$ cat src/rtl/dmem_arb_pkg.sv
// rtl/dmem_arb_pkg.sv - shared types and default widths for the data-memory arbiter
//
// Purpose: FSM state encoding and default address/data widths used by dmem_arbiter.
// Ports:   none (package).

package dmem_arb_pkg;

  localparam int DEF_ADDR_W = 16;
  localparam int DEF_DATA_W = 16;

  typedef enum logic [1:0] {
    IDLE  = 2'd0,
    BURST = 2'd1,
    DRAIN = 2'd2
  } arb_state_t;

endpackage

$ cat src/rtl/dmem_arbiter.sv
// rtl/dmem_arbiter.sv - single-port BRAM arbiter, CPU priority over DMA bursts
//
// Purpose: shares one BRAM port between a never-stalled CPU and a DMA burst
//          engine. The CPU always wins; a displaced DMA beat is reissued on the
//          next free cycle with the same index.
// Ports:
//   clk, rst                       clock, synchronous active-high reset
//   cpu_ren/cpu_wren/cpu_addr/
//   cpu_wdata, cpu_rdata           CPU load/store port (rdata valid cycle after ren)
//   dma_req/dma_we/dma_addr/
//   dma_len/dma_wdata              burst request (sampled in IDLE), write beat data
//   dma_gnt/dma_beat/dma_rvalid/
//   dma_done/dma_rdata             burst handshakes and read return
//   bram_en/bram_we/bram_addr/
//   bram_wdata, bram_rdata         BRAM port, 1-cycle read latency
//   stat_conflicts, stat_beats     only with DMEM_ARB_STATS_EN: saturating counters
// Configuration: define DMEM_ARB_STATS_EN to add the statistics counters.

module dmem_arbiter
  import dmem_arb_pkg::*;
#(
  parameter int ADDR_W = DEF_ADDR_W,
  parameter int DATA_W = DEF_DATA_W
) (
  input  logic              clk,
  input  logic              rst,
  input  logic              cpu_ren,
  input  logic              cpu_wren,
  input  logic [ADDR_W-1:0] cpu_addr,
  input  logic [DATA_W-1:0] cpu_wdata,
  output logic [DATA_W-1:0] cpu_rdata,
  input  logic              dma_req,
  input  logic              dma_we,
  input  logic [ADDR_W-1:0] dma_addr,
  input  logic [7:0]        dma_len,
  input  logic [DATA_W-1:0] dma_wdata,
  output logic              dma_gnt,
  output logic              dma_beat,
  output logic              dma_rvalid,
  output logic              dma_done,
  output logic [DATA_W-1:0] dma_rdata,
`ifdef DMEM_ARB_STATS_EN
  output logic [15:0]       stat_conflicts,
  output logic [15:0]       stat_beats,
`endif
  output logic              bram_en,
  output logic              bram_we,
  output logic [ADDR_W-1:0] bram_addr,
  output logic [DATA_W-1:0] bram_wdata,
  input  logic [DATA_W-1:0] bram_rdata
);

  arb_state_t        state, state_nxt;
  logic [7:0]        idx, idx_nxt;
  logic              lat_we;
  logic [ADDR_W-1:0] lat_addr;
  logic [7:0]        lat_len;
  logic              rd_pend;
  logic              cpu_acc;

  assign cpu_acc = cpu_ren | cpu_wren;

  // The BRAM returns data one cycle after the read; both requesters see it,
  // and rd_pend marks the cycles where it belongs to a DMA read beat.
  assign cpu_rdata  = bram_rdata;
  assign dma_rdata  = bram_rdata;
  assign dma_rvalid = rd_pend & ~rst;

  always_ff @(posedge clk) begin
    if (rst) begin
      state    <= IDLE;
      idx      <= 8'd0;
      lat_we   <= 1'b0;
      lat_addr <= '0;
      lat_len  <= 8'd0;
      rd_pend  <= 1'b0;
    end else begin
      state   <= state_nxt;
      idx     <= idx_nxt;
      rd_pend <= dma_beat & ~lat_we;
      if (state == IDLE && dma_req) begin
        lat_we   <= dma_we;
        lat_addr <= dma_addr;
        lat_len  <= dma_len;
      end
    end
  end

  // Outputs are held inactive while rst is high so an abandoned burst
  // cannot leak a beat, a done or a read return during the reset cycle.
  always_comb begin
    state_nxt  = state;
    idx_nxt    = idx;
    dma_gnt    = 1'b0;
    dma_beat   = 1'b0;
    dma_done   = 1'b0;
    bram_en    = 1'b0;
    bram_we    = 1'b0;
    bram_addr  = '0;
    bram_wdata = '0;
    if (!rst) begin
      if (cpu_acc) begin
        bram_en    = 1'b1;
        bram_we    = cpu_wren;
        bram_addr  = cpu_addr;
        bram_wdata = cpu_wdata;
      end
      case (state)
        IDLE: begin
          if (dma_req) begin
            dma_gnt   = 1'b1;
            idx_nxt   = 8'd0;
            state_nxt = BURST;
          end
        end
        BURST: begin
          if (!cpu_acc) begin
            dma_beat   = 1'b1;
            bram_en    = 1'b1;
            bram_we    = lat_we;
            bram_addr  = lat_addr + ADDR_W'(idx);
            bram_wdata = dma_wdata;
            idx_nxt    = idx + 8'd1;
            if (idx == lat_len) state_nxt = DRAIN;
          end
        end
        DRAIN: begin
          dma_done  = 1'b1;
          state_nxt = IDLE;
        end
        default: state_nxt = IDLE;
      endcase
    end
  end

`ifdef DMEM_ARB_STATS_EN
  always_ff @(posedge clk) begin
    if (rst) begin
      stat_conflicts <= 16'd0;
      stat_beats     <= 16'd0;
    end else begin
      if (state == BURST && cpu_acc && stat_conflicts != 16'hFFFF)
        stat_conflicts <= stat_conflicts + 16'd1;
      if (dma_beat && stat_beats != 16'hFFFF)
        stat_beats <= stat_beats + 16'd1;
    end
  end
`endif

endmodule

$ cat config.mk
export PLATFORM = sky130hd
export DESIGN_NAME = dmem_arbiter
export DESIGN_NICKNAME = d
export VERILOG_FILES = /design/src/rtl/dmem_arb_pkg.sv /design/src/rtl/dmem_arbiter.sv
export SDC_FILE = /design/constraint.sdc
export NUM_CORES = 1
export LEC_CHECK = 0
export ABC_AREA = 1
export BUFFER_PORTS_ARGS = -buffer_cell sky130_fd_sc_hd__buf_2
export CORE_MARGIN = 10
export CORE_UTILIZATION = 33
export CTS_CLUSTER_DIAMETER = 60
export DETAILED_ROUTE_END_ITERATION = 6
export GPL_TIMING_DRIVEN = 0
export PLACE_DENSITY = 0.73
export SYNTH_ARGS = -nofsm -noshare
export SYNTH_HDL_FRONTEND = slang
export SYNTH_SLANG_ARGS = --single-unit
$ cat constraint.sdc
create_clock -name clk -period 3.3 [get_ports clk]
set_clock_uncertainty 0.15 [all_clocks]
set_input_delay 0.165 -clock clk [delete_from_list [all_inputs] [get_ports clk]]
set_output_delay 0.165 -clock clk [all_outputs]
set_load 0.02 [all_outputs]
# ---- Yosys cells after proc, flatten, opt, wreduce, memory -nomap -nowiden
# Cells that the tools add are included.
dict set report op_classes {
  muxes 31
  n_reduce_logical 5
  eq_ne 6
  bitwise_logic 5
  addsub 2
}
# op count
set op_table {}
lappend op_table {{$mux 16} 8}
lappend op_table {{$add 16x8->16} 1}
lappend op_table {{$mux 1} 16}
lappend op_table {{$mux 8} 2}
lappend op_table {{$pmux 8 s2} 1}
lappend op_table {{$add 8x1->8 const B} 1}
lappend op_table {{$eq 8x8->1} 1}
lappend op_table {{$mux 2} 3}
lappend op_table {{$ne 2x2->1 const B} 3}
lappend op_table {{$reduce_and 3->1} 2}
lappend op_table {{$pmux 2 s2} 1}
lappend op_table {{$and 1x1->1} 2}
lappend op_table {{$eq 2x1->1 const B} 1}
lappend op_table {{$eq 2x2->1 const B} 1}
lappend op_table {{$logic_not 2->1} 1}
lappend op_table {{$not 1->1} 2}
lappend op_table {{$reduce_bool 2->1} 1}
lappend op_table {{$logic_and 1x1->1} 1}
lappend op_table {{$or 1x1->1} 1}
dict set report totals {
  wordCells 55
  input_bits 94
  regBits 36
}

# ---- Longest topological paths before layout
# Gate-level depths: netlist (run 1).
dict set report depth {
  word_depth 5
  depth_mapped 12
  mapped_depth_nobuf 12
}

# ---- Worst setup path after synthesis (run 1)
# No wires, ideal clock.
dict set report synth_timing {
  kind {reg2out}
  start {reg idx[0]}
  end {out bram_addr[8]}
  t_required_ps 2985
  arrival_time_ps 1905
  path_stages_with_launch 11
  path_slack_ps 1080
  path_cell_list {dfxtp_1 -> ha_1 -> inv_1 -> fa_1 -> inv_1 -> nand3_1 -> nand3_1 -> nand2_1 -> nand2_1 -> nor2_1 -> o21ai_0}
}
dict set report synth_between {
  elab_chain_cells 4
}
# item line_no
set synth_lines {}
lappend synth_lines {{from (decl)} dmem_arbiter.sv:54} ;# logic [7:0] idx, idx_nxt;
lappend synth_lines {{from (signal assigned)} dmem_arbiter.sv:79} ;# idx <= idx_nxt;
lappend synth_lines {{$add 16x8->16} dmem_arbiter.sv:121} ;# bram_addr = lat_addr + ADDR_W'(idx);
lappend synth_lines {{$mux 16} dmem_arbiter.sv:117} ;# if (!cpu_acc) begin
lappend synth_lines {{$mux 16} dmem_arbiter.sv:108} ;# case (state)
lappend synth_lines {{$mux 16} dmem_arbiter.sv:101} ;# if (!rst) begin
lappend synth_lines {{to (decl)} dmem_arbiter.sv:48} ;# output logic [ADDR_W-1:0] bram_addr,
# Every way passes these cells.

# ---- Worst setup path after layout (run 1)
# Ends and elaborated chain as after synthesis.

==> flow_metrics.py, run 1 <==
metrics = {
    "status": {
        "status": "finished, final reports clean",
    },
    "layout": {
        "layout_common_cells": "buf_2 (154), nand2_1 (112), inv_1 (44)",
        "drive_gt1_share_pct": 37.0,
        "fin_cells": 689,
        "final_nets": 686,
        "fillers": 803,
        "syn_to_final_growth_pct": 44.3,
        "final_common_cell": "buf_2",
    },
    "timing": {
        "hold_viol_final": 0,
        "tns_ns": 0,
        "rsz0062_at_grt": "no",
        "finalCriticalPeriod_ns": 2.68,
        "worst_slew_pin_slew_ns": 0.448,
        "setup_violations": 0,
        "post-route-period-util_pct": 81.1,
        "slew_headroom_pct": 70.1,
        "drv_slew": 0,
        "fmax_mhz": 374,
    },
    "worst_setup_path": {
        "cp-start-kind": "register",
        "cp_cell_sequence": "ha_1 > inv_1 > fa_1 > inv_1 > nand3_1 > nand3_1 > nand2_1 > nand2_1 > nor2_1 > o21ai_0 > buf_2",
        "endpoint_kind": "output port",
        "crit_buf_inv": 3,
        "rr_worst_depth": 6,
        "cp_top_family": "adder cells",
        "cp_max_fo": 6,
        "worstReg2RegStart": "state[0]",
        "rr_endpoint": "lat_addr[1]",
        "cp.required_ns": 2.98,
        "critical_path.startpoint": "idx[0]",
        "crit_type": "register to output port",
        "crit_slowest_cell": "dfxtp_1",
        "rrSetupSlack_ns": 1.79,
        "max_stage_delay_ns": 0.47,
        "crit_arrival_ns": 2.36,
    },
    "clock_network": {
        "cts_tree": "done",
        "clock_path_buffers": 2,
        "cts_sinks": 36,
        "cts-root-buf": "clkbuf_8",
        "clk_pin_slew_ns": 0.08,
        "clock_latency_ns": 0.29,
        "htree_levels": 2,
        "cts_resized": 0,
        "cts_buffers": 5,
    },
    "synthesis": {
        "synth.area.top_cells": "dfxtp_1 (26%), nand2_1 (15%), buf_4 (9.1%), a22o_1 (9.0%), inv_1 (6.1%)",
        "mappedNetlistNets": 507,
        "synth_top_area_share_pct": 26.5,
        "synth_edf_count": 0,
        "syn_avg_cell_area_um2": 6.76,
        "synth_warnings": 0,
        "synth_seq_cells": 36,
        "synth_cell_types": 33,
        "synth_ff_type": "dfxtp_1",
        "seq_area_frac_synth_pct": 26.5,
        "async_flop_share_pct": 0,
        "synthCells": 403,
        "netlist_area_mm2": 0.00272,
        "yosys.area.top_type": "dfxtp_1",
    },
    "power": {
        "p_sw_share_pct": 34.0,
        "p_leak_nw": 2.12,
        "vdd_drop_max_mv": 0.132,
        "p_per_area_mw_per_mm2": 301,
        "clockPowerShare_pct": 26.7,
        "power_frac_comb_pct": 32.3,
        "cellInternalPower_uw": 782,
        "p_switching_uw": 402,
        "power_frac_seq_pct": 41.0,
    },
    "floorplan": {
        "die-area_mm2": 0.0123,
        "die_x_um": 111,
        "core-area_mm2": 0.00813,
        "rows": 33,
        "io-pin-count": 164,
        "dieHeight_um": 111,
        "start_util_pct": 33.5,
    },
    "route": {
        "via_per_inst": 4.71,
        "first_pass_iters": 5,
        "drt_iter0_drc": 245,
        "ant_nets": 0,
        "vias": 3247,
        "drcViolationCount": 0,
        "wire_per_inst_um": 14.8,
        "routed_wl_mm": 10.2,
    },
    "placement": {
        "place_congestion": 0.923,
        "dp_cells": 655,
        "port-buffer-count": 147,
        "dpl.hpwl_mm": 8.56,
    },
    "global_routing": {
        "grt_usage_pct": 15.7,
        "grt_pass1_wl_mm": 16.2,
        "grt_start_max_net_pins": 13,
        "gr-total-overflow": 0,
        "antenna_found_initial": 1,
        "grt_pass1_vias": 3144,
    },
    "worst_hold_path": {
        "holdPathStages": 4,
        "min_to": "state[1]",
        "hold_class": "input pin to register",
        "worstHoldStart": "cpu_ren",
    },
    "run": {
        "cap_violations": 0,
    },
}
## metal layers
layer,global-route usage (%),vias to the layer above,share of wire [%]
li1,-,1651,-
met1,17.5,1447,40
met2,28.0,138,49
met3,5.09,11,8.8
met4,3.82,0,1.4
met5,0,-,0
## how the worst max path moves through the flow
stage / end / slack [ns] / cells after the start
after detailed placement: bram_addr[8] / 0.94 / 11
after floorplan: bram_addr[8] / 1.08 / 10
after CTS: bram_addr[12] / 0.61 / 13
final: bram_addr[8] / 0.62 / 11
after global routing: bram_addr[8] / 0.36 / 11
after global placement: bram_addr[12] / 1.01 / 13
## through the flow
step,utilization [%],power [mW],hold WS [ns],setup WS [ns],area (um^2)
2_1_floorplan,-,0.719,0.125,1.08,2720
3_3_place_gp,44.1,0.851,0.212,1.01,3590
3_5_place_dp,44.1,0.857,0.223,0.943,3590
4_1_cts,48.3,1.19,0.0850,0.611,3930
5_1_grt,48.3,1.25,0.0917,0.357,3930
6_report,48.3,1.18,0.0931,0.624,3930
## worst reg2reg max path: cells and delay by family, from the launching register on
kind            cells  cell delay [ns]
simple gates        3             0.48
buf+inv             2             0.39
flops               1             0.32
compound gates      1             0.09
## sequential cells by signal, indices dropped and copies added, names as in the netlist
| register | flops |
|---|---|
| lat_addr | 16 |
| idx | 8 |
| lat_len | 8 |
| state | 2 |
| lat_we | 1 |
| rd_pend | 1 |
## cell type report
type,count,area [um^2],area share [%]
multi-input combinational,275,1500,38.2
timing repair buffer,172,986,25.1
sequential,36,721,18.3
buffer,44,320,8.15
inverter,48,180,4.58
tap,105,131,3.34
clock buffer,5,68.8,1.75
clock inverter,3,18.8,0.477
antenna,1,2.50,0.0637
## power groups by stage
stage          sequential, mW  combinational [mW]  clock, mW
6_report                0.485               0.383      0.316
5_1_grt                 0.488               0.418      0.339
4_1_cts                 0.485               0.387      0.321
3_5_place_dp            0.495               0.363          0
3_3_place_gp            0.494               0.357          0
2_1_floorplan           0.489               0.231          0
## Yosys cell counts (all sizes together) (7+ instances only)
cell type  count
inv           48
o21ai         24
dfxtp         36
nor3           7
nor2          28
nand2        114
a22o          28
buf           43
ha             9
a21oi         13
nand3         29
## repair_timing
item                      in CTS  in global routing
setup buffers                  0                  0
hold endpoints to repair      25                  0
hold buffers                  25                  0
## kinds of logic (layout without fill, tap and decap cells)
logic type,count (synthesis),in the layout,synth area share [%]
AOI/OAI and AO/OA,72,72,17.5
xor gates and xnor gates,3,3,0.965
adders and majority gates,10,10,4.87
buffers and inverters,92,272,18.4
DFF,36,36,26.5
other,0,1,0
and+or+nand+nor,190,190,31.8
Power figures use the tool's default switching activity.
==> inputs of run 2 (changes only) <==
- ABC_AREA: 1 -> 0
- PLACE_DENSITY: 0.73 -> 0.74
- clock period: 3.3 -> 2.6 ns (I/O delays scaled with it)
==> flow_metrics.py, run 2 <==
metrics = {
    "status": {
        "status": "finished, final reports clean",
    },
    "timing": {
        "rsz0062_at_grt": "yes",
        "hold_viol_final": 0,
        "setup_violations": 0,
        "fmax_mhz": 400,
        "fin_ws_ns": 0.0999,
        "drv_slew": 0,
        "worst_slew_pin_slew_ns": 0.565,
        "slew_headroom_pct": 62.2,
        "finalCriticalPeriod_ns": 2.50,
        "post-route-period-util_pct": 96.2,
    },
    "worst_setup_path": {
        "crit_slowest_cell": "dfxtp_4",
        "cp_max_fo": 3,
        "cp-start-kind": "register",
        "crit_buf_inv": 3,
        "cp_cell_sequence": "ha_4 > inv_2 > fa_2 > nand2b_4 > a21oi_4 > o211ai_1 > buf_4 > mux2i_1 > nand2_1 > buf_2",
        "endpoint_kind": "output port",
        "crit_type": "register to output port",
        "max_stage_delay_ns": 0.38,
        "cp_top_family": "adder cells",
        "cp.required_ns": 2.32,
        "crit_arrival_ns": 2.22,
    },
    "floorplan": {
        "start_util_pct": 33.5,
        "core-area_mm2": 0.00765,
        "die-area_mm2": 0.0117,
        "io-pin-count": 164,
        "dieHeight_um": 108,
        "rows": 32,
        "die_x_um": 108,
    },
    "clock_network": {
        "cts-root-buf": "clkbuf_8",
        "clock_path_buffers": 2,
        "cts_tree": "done",
        "clock_latency_ns": 0.29,
        "cts_sinks": 36,
        "clk_pin_slew_ns": 0.07,
        "htree_levels": 2,
        "cts_buffers": 5,
    },
    "synthesis": {
        "mappedNetlistNets": 438,
        "seq_area_frac_synth_pct": 28.2,
        "synth_warnings": 0,
        "synth_top_area_share_pct": 28.2,
        "async_flop_share_pct": 0,
        "synth_ff_type": "dfxtp_1",
        "synthCells": 334,
        "synth_cell_types": 44,
        "yosys.area.top_type": "dfxtp_1",
        "synth_most_common_cell": "nand2_1",
        "netlist_area_mm2": 0.00256,
        "synth.area.top_cells": "dfxtp_1 (28%), nand2_1 (10%), buf_4 (9.7%), a21oi_1 (6.8%), xor2_1 (6.5%)",
        "synth_common_cells": "nand2_1 (69), dfxtp_1 (36), a21oi_1 (35)",
        "synth_seq_cells": 36,
        "syn_avg_cell_area_um2": 7.66,
        "synth_edf_count": 0,
    },
    "route": {
        "drcViolationCount": 0,
        "vias": 2939,
        "wire_per_inst_um": 15.0,
        "drt_iter0_drc": 153,
        "routed_wl_mm": 9.23,
        "first_pass_iters": 4,
        "via_per_inst": 4.76,
        "ant_nets": 0,
    },
    "layout": {
        "drive_gt1_share_pct": 42.7,
        "syn_to_final_growth_pct": 52.2,
        "largest-register": "lat_addr",
        "top_regs": "lat_addr x16, idx x8, lat_len x8",
        "fin_util_pct": 50.9,
        "fillers": 751,
        "largest_reg_flops": 16,
        "final_common_cell": "buf_2",
        "antennaDiodeCount": 0,
        "layout_common_cells": "buf_2 (147), nand2_1 (69), buf_4 (36)",
        "final_nets": 619,
    },
    "global_routing": {
        "gr-total-overflow": 0,
        "antenna_found_initial": 0,
        "grt_pass1_vias": 3007,
        "grt_start_max_net_pins": 11,
        "grt_usage_pct": 15.0,
        "grt_pass1_wl_mm": 14.6,
    },
    "placement": {
        "place_ws_ns": -0.107,
        "dpl.hpwl_mm": 7.54,
        "port-buffer-count": 146,
        "place_congestion": 0.831,
    },
    "power": {
        "p_per_area_mw_per_mm2": 379,
        "p_leak_nw": 1.92,
        "vdd_drop_max_mv": 0.388,
    },
    "run": {
        "cap_violations": 0,
    },
    "worst_hold_path": {
        "hold_class": "input pin to register",
    },
}
==> run 2: cell count changes after synthesis, sizes merged, moves of 10 or more <==
cell	previous run	this run
nand2	114	69
xor2	2	19
nor2	28	15
a21oi	13	35
clkbuf	1	11
inv	48	7
nand3	29	5
a22o	28	17
==> run 2: cell families (layout without fill, tap and decap cells) <==
| family | Yosys count | in the layout | synth area share (%) |
|---|---|---|---|
| fa+ha+maj | 10 | 10 | 5.18 |
| flops | 36 | 36 | 28.2 |
| buf+inv | 54 | 235 | 12.9 |
| xor+xnor | 25 | 25 | 8.55 |
| simple gates | 121 | 121 | 22.3 |
| mux | 2 | 2 | 0.782 |
| compound gates | 86 | 86 | 22.2 |
==> run 2: final timing paths <==
path                    start       endpoint  slack [ns]  cells after the start
hold / removal            rst         idx[1]        0.06                      2
hold reg to reg   lat_addr[7]    lat_addr[7]        0.31                      2
setup / recovery       idx[0]  bram_addr[14]         0.1                     10
setup reg to reg     state[1]    lat_addr[3]        0.81                      4
==> run 2: power by group <==
part	total (mW)	internal (mW)	leakage (nW)	switching [mW]
Combinational	0.443	0.206	1.57	0.237
Clock	0.428	0.236	0.0503	0.192
Sequential	0.604	0.577	0.299	0.0275
Total	1.47	1.02	1.92	0.456
==> run 2: area by class of cell <==
| class | count | area [um^2] | share of cell area [%] |
|---|---|---|---|
| Buffer | 47 | 303 | 7.77 |
| Clock buffer | 7 | 96.3 | 2.47 |
| Inverter | 7 | 26.3 | 0.675 |
| Multi-Input combinational cell | 244 | 1590 | 40.9 |
| Sequential cell | 36 | 738 | 19.0 |
| Tap cell | 102 | 128 | 3.28 |
| Timing Repair Buffer | 174 | 1010 | 25.9 |
==> run 2: worst reg2reg max path, delay by kind of cell (launching register included) <==
| kind | cells | cell delay (ns) |
|---|---|---|
| AOI/OAI and AO/OA | 1 | 0.13 |
| DFF | 1 | 0.37 |
| buffers and inverters | 1 | 0.41 |
| and+or+nand+nor | 2 | 0.65 |
==> run 2: per-stage QoR <==
stage / cells / TNS, ns / total power, mW / area, um^2 / hold WS [ns]
after floorplan: 334 / 0 / 0.866 / 2560 / 0.116
after global placement: 582 / -0.0467 / 1.02 / 3420 / 0.223
after detailed placement: 582 / -0.107 / 1.03 / 3420 / 0.228
after CTS: 616 / 0 / 1.49 / 3820 / 0.0667
after global routing: 617 / -0.0572 / 1.56 / 3890 / 0.125
final: 617 / 0 / 1.47 / 3890 / 0.0625
==> run 2: repair_timing <==
| item | in CTS | in global routing |
|---|---|---|
| hold buffers | 25 | 0 |
| gates resized for setup | 9 | 20 |
| buffers inserted | 2 | 1 |
| setup endpoints to repair | 10 | 10 |
| hold endpoints to repair | 25 | 0 |
| pin swaps | 2 | 6 |
==> run 2: per-layer routing <==
layer	wire length, um	global-route usage, %
met3	960	5.06
met2	4530	27.1
met1	3670	16.7
met4	71	2.77
met5	0	0
==> inputs of run 3 (changes only) <==
--- a/config.mk
+++ b/config.mk
@@ -13,5 +13,5 @@
 export DETAILED_ROUTE_END_ITERATION = 6
 export GPL_TIMING_DRIVEN = 0
-export PLACE_DENSITY = 0.74
+export PLACE_DENSITY = 0.76
 export SYNTH_ARGS = -nofsm -noshare
 export SYNTH_HDL_FRONTEND = slang
==> constraint.sdc (replaced) <==
create_clock -name clk -period 2.26 [get_ports clk]
set_clock_uncertainty 0.15 [all_clocks]
set_input_delay 0.339 -clock clk [delete_from_list [all_inputs] [get_ports clk]]
set_output_delay 0.339 -clock clk [all_outputs]
set_load 0.01 [all_outputs]
==> flow_metrics.py, run 3 (same netlist as run 2, synthesis figures left out) <==
metrics = {
    "global_routing": {
        "grt_pass1_vias": 2879,
        "grt_pass1_wl_mm": 14.3,
        "gr-total-overflow": 0,
        "grt_usage_pct": 14.9,
        "grt_start_max_net_pins": 19,
        "antenna_found_initial": 0,
    },
    "timing": {
        "fmax_mhz": 383,
        "drv_slew": 0,
        "hold_viol_final": 0,
        "slew_headroom_pct": 63.8,
        "fin_ws_ns": -0.352,
        "worst_slew_pin_slew_ns": 0.541,
        "rsz0062_at_grt": "yes",
        "setup_violations": 13,
        "holdWs_ns": 0.131,
        "post-route-period-util_pct": 116,
        "finalCriticalPeriod_ns": 2.61,
        "tns_ns": -3.22,
    },
    "clock_network": {
        "clock_path_buffers": 2,
        "postCtsHoldBufs": 0,
        "clock_latency_ns": 0.29,
        "cts_tree": "done",
        "clk_pin_slew_ns": 0.07,
        "cts_sinks": 36,
        "htree_levels": 2,
        "cts-root-buf": "clkbuf_8",
        "cts_buffers": 5,
    },
    "route": {
        "drcViolationCount": 0,
        "ant_nets": 0,
        "via_per_inst": 4.84,
        "drt_iter0_drc": 100,
        "routed_wl_mm": 9.71,
        "vias": 2921,
        "first_pass_iters": 4,
        "wire_per_inst_um": 16.1,
    },
    "layout": {
        "layout_common_cells": "buf_2 (147), nand2_1 (69), buf_4 (49)",
        "fillers": 728,
        "final_nets": 605,
        "largest-register": "lat_addr",
        "final_common_cell": "buf_2",
        "drive_gt1_share_pct": 51.2,
        "top_regs": "lat_addr x16, idx x8, lat_len x8",
        "syn_to_final_growth_pct": 52.7,
        "seq_area_um2": 757,
        "antennaDiodeCount": 0,
        "largest_reg_flops": 16,
        "multi_input_area_mm2": 0.00175,
    },
    "worst_setup_path": {
        "worstReg2RegStart": "state[1]",
        "cp.required_ns": 1.77,
        "rr_worst_depth": 5,
        "rrSetupSlack_ns": 0.42,
        "cp-start-kind": "register",
        "critical_path.startpoint": "idx[0]",
        "cp_max_fo": 2,
        "crit_slowest_cell": "dfxtp_4",
        "crit_arrival_ns": 2.12,
        "max_stage_delay_ns": 0.37,
        "rr_endpoint": "lat_addr[14]",
        "endpoint_kind": "output port",
        "cp_cell_sequence": "ha_4 > inv_2 > fa_2 > nand2b_4 > a21oi_4 > o211ai_1 > buf_4 > xor2_2 > o21ai_2 > buf_2",
        "crit_type": "register to output port",
    },
    "placement": {
        "dpl.hpwl_mm": 7.69,
        "place_ws_ns": -0.368,
        "place_congestion": 0.872,
        "port-buffer-count": 146,
    },
    "worst_hold_path": {
        "holdPathStages": 3,
        "worstHoldStart": "dma_addr[1]",
        "hold_class": "input pin to register",
        "min_to": "lat_addr[1]",
    },
    "power": {
        "p_per_area_mw_per_mm2": 410,
        "power_frac_seq_pct": 43.3,
        "p_sw_share_pct": 29.8,
        "p_switching_uw": 477,
        "cellInternalPower_mw": 1.13,
        "clockPowerShare_pct": 28.8,
        "vdd_drop_max_mv": 0.333,
        "p_leak_nw": 1.91,
        "power_frac_comb_pct": 27.9,
    },
    "floorplan": {
        "start_util_pct": 33.5,
        "core-area_mm2": 0.00765,
        "io-pin-count": 164,
        "die_x_um": 108,
        "dieHeight_um": 108,
        "rows": 32,
        "die-area_mm2": 0.0117,
    },
    "status": {
        "violations": "negative setup slack",
        "status": "finished with violations",
    },
    "run": {
        "cap_violations": 0,
    },
}
run 3: changes by cell type in the layout (fill, tap and decap cells not counted), sizes merged:
cell,before,now
clkinv,0,2
dlygate4sd3,25,0
clkbuf,18,16
buf,185,197
run 3: area by class of cell:
cell class | count | share of cell area [%]
Multi-Input combinational cell | 244 | 44.7
Inverter | 7 | 0.672
Tap cell | 102 | 3.26
Buffer | 46 | 8.03
Clock buffer | 6 | 2.11
Clock inverter | 2 | 0.256
Sequential cell | 36 | 19.4
Timing Repair Buffer | 161 | 21.6
run 3: power by group through the flow:
stage,sequential [mW],clock [mW],combinational (mW)
floorplan,0.702,0,0.243
global placement,0.710,0,0.411
detailed placement,0.711,0,0.420
CTS,0.693,0.472,0.440
global route,0.698,0.508,0.492
finish,0.694,0.461,0.446
run 3: through the flow:
stage,cells,utilization [%],total power [mW],area (um^2)
after floorplan,334,-,0.946,2590
after global placement,582,45.1,1.12,3450
after detailed placement,582,45.1,1.13,3450
after CTS,599,50.2,1.61,3840
after global routing,604,51.1,1.70,3910
final,604,51.1,1.60,3910
run 3: worst max path at each step:
stage / endpoint / cells after the start
floorplan: bram_addr[10] / 7
CTS: bram_addr[12] / 10
global route: bram_addr[10] / 10
global placement: bram_addr[10] / 8
detailed placement: bram_addr[10] / 8
finish: bram_addr[10] / 10
run 3: repair_timing:
action / 4_1_cts / 5_1_grt
endpoints found under the setup margin: 34 / 32
buffers inserted: 10 / 6
gates resized for setup: 53 / 16
pin swaps: 20 / 15
run 3: worst max-delay path, delay by kind of cell, from the launching register on:
kind | cells | cell delay, ns
flip-flops | 1 | 0.37
AND/OR/NAND/NOR | 1 | 0.16
XOR/XNOR | 1 | 0.14
adder cells (fa/ha/maj) | 2 | 0.47
AO/OA/AOI/OAI | 3 | 0.37
buffers and inverters | 3 | 0.33
run 3: metal layers:
layer	routed length, um	up-vias	track usage [%]
li1	-	1457	-
met1	3710	1330	16.1
met2	4880	124	27.2
met3	985	10	4.76
met4	123	0	4.29
met5	0	-	0
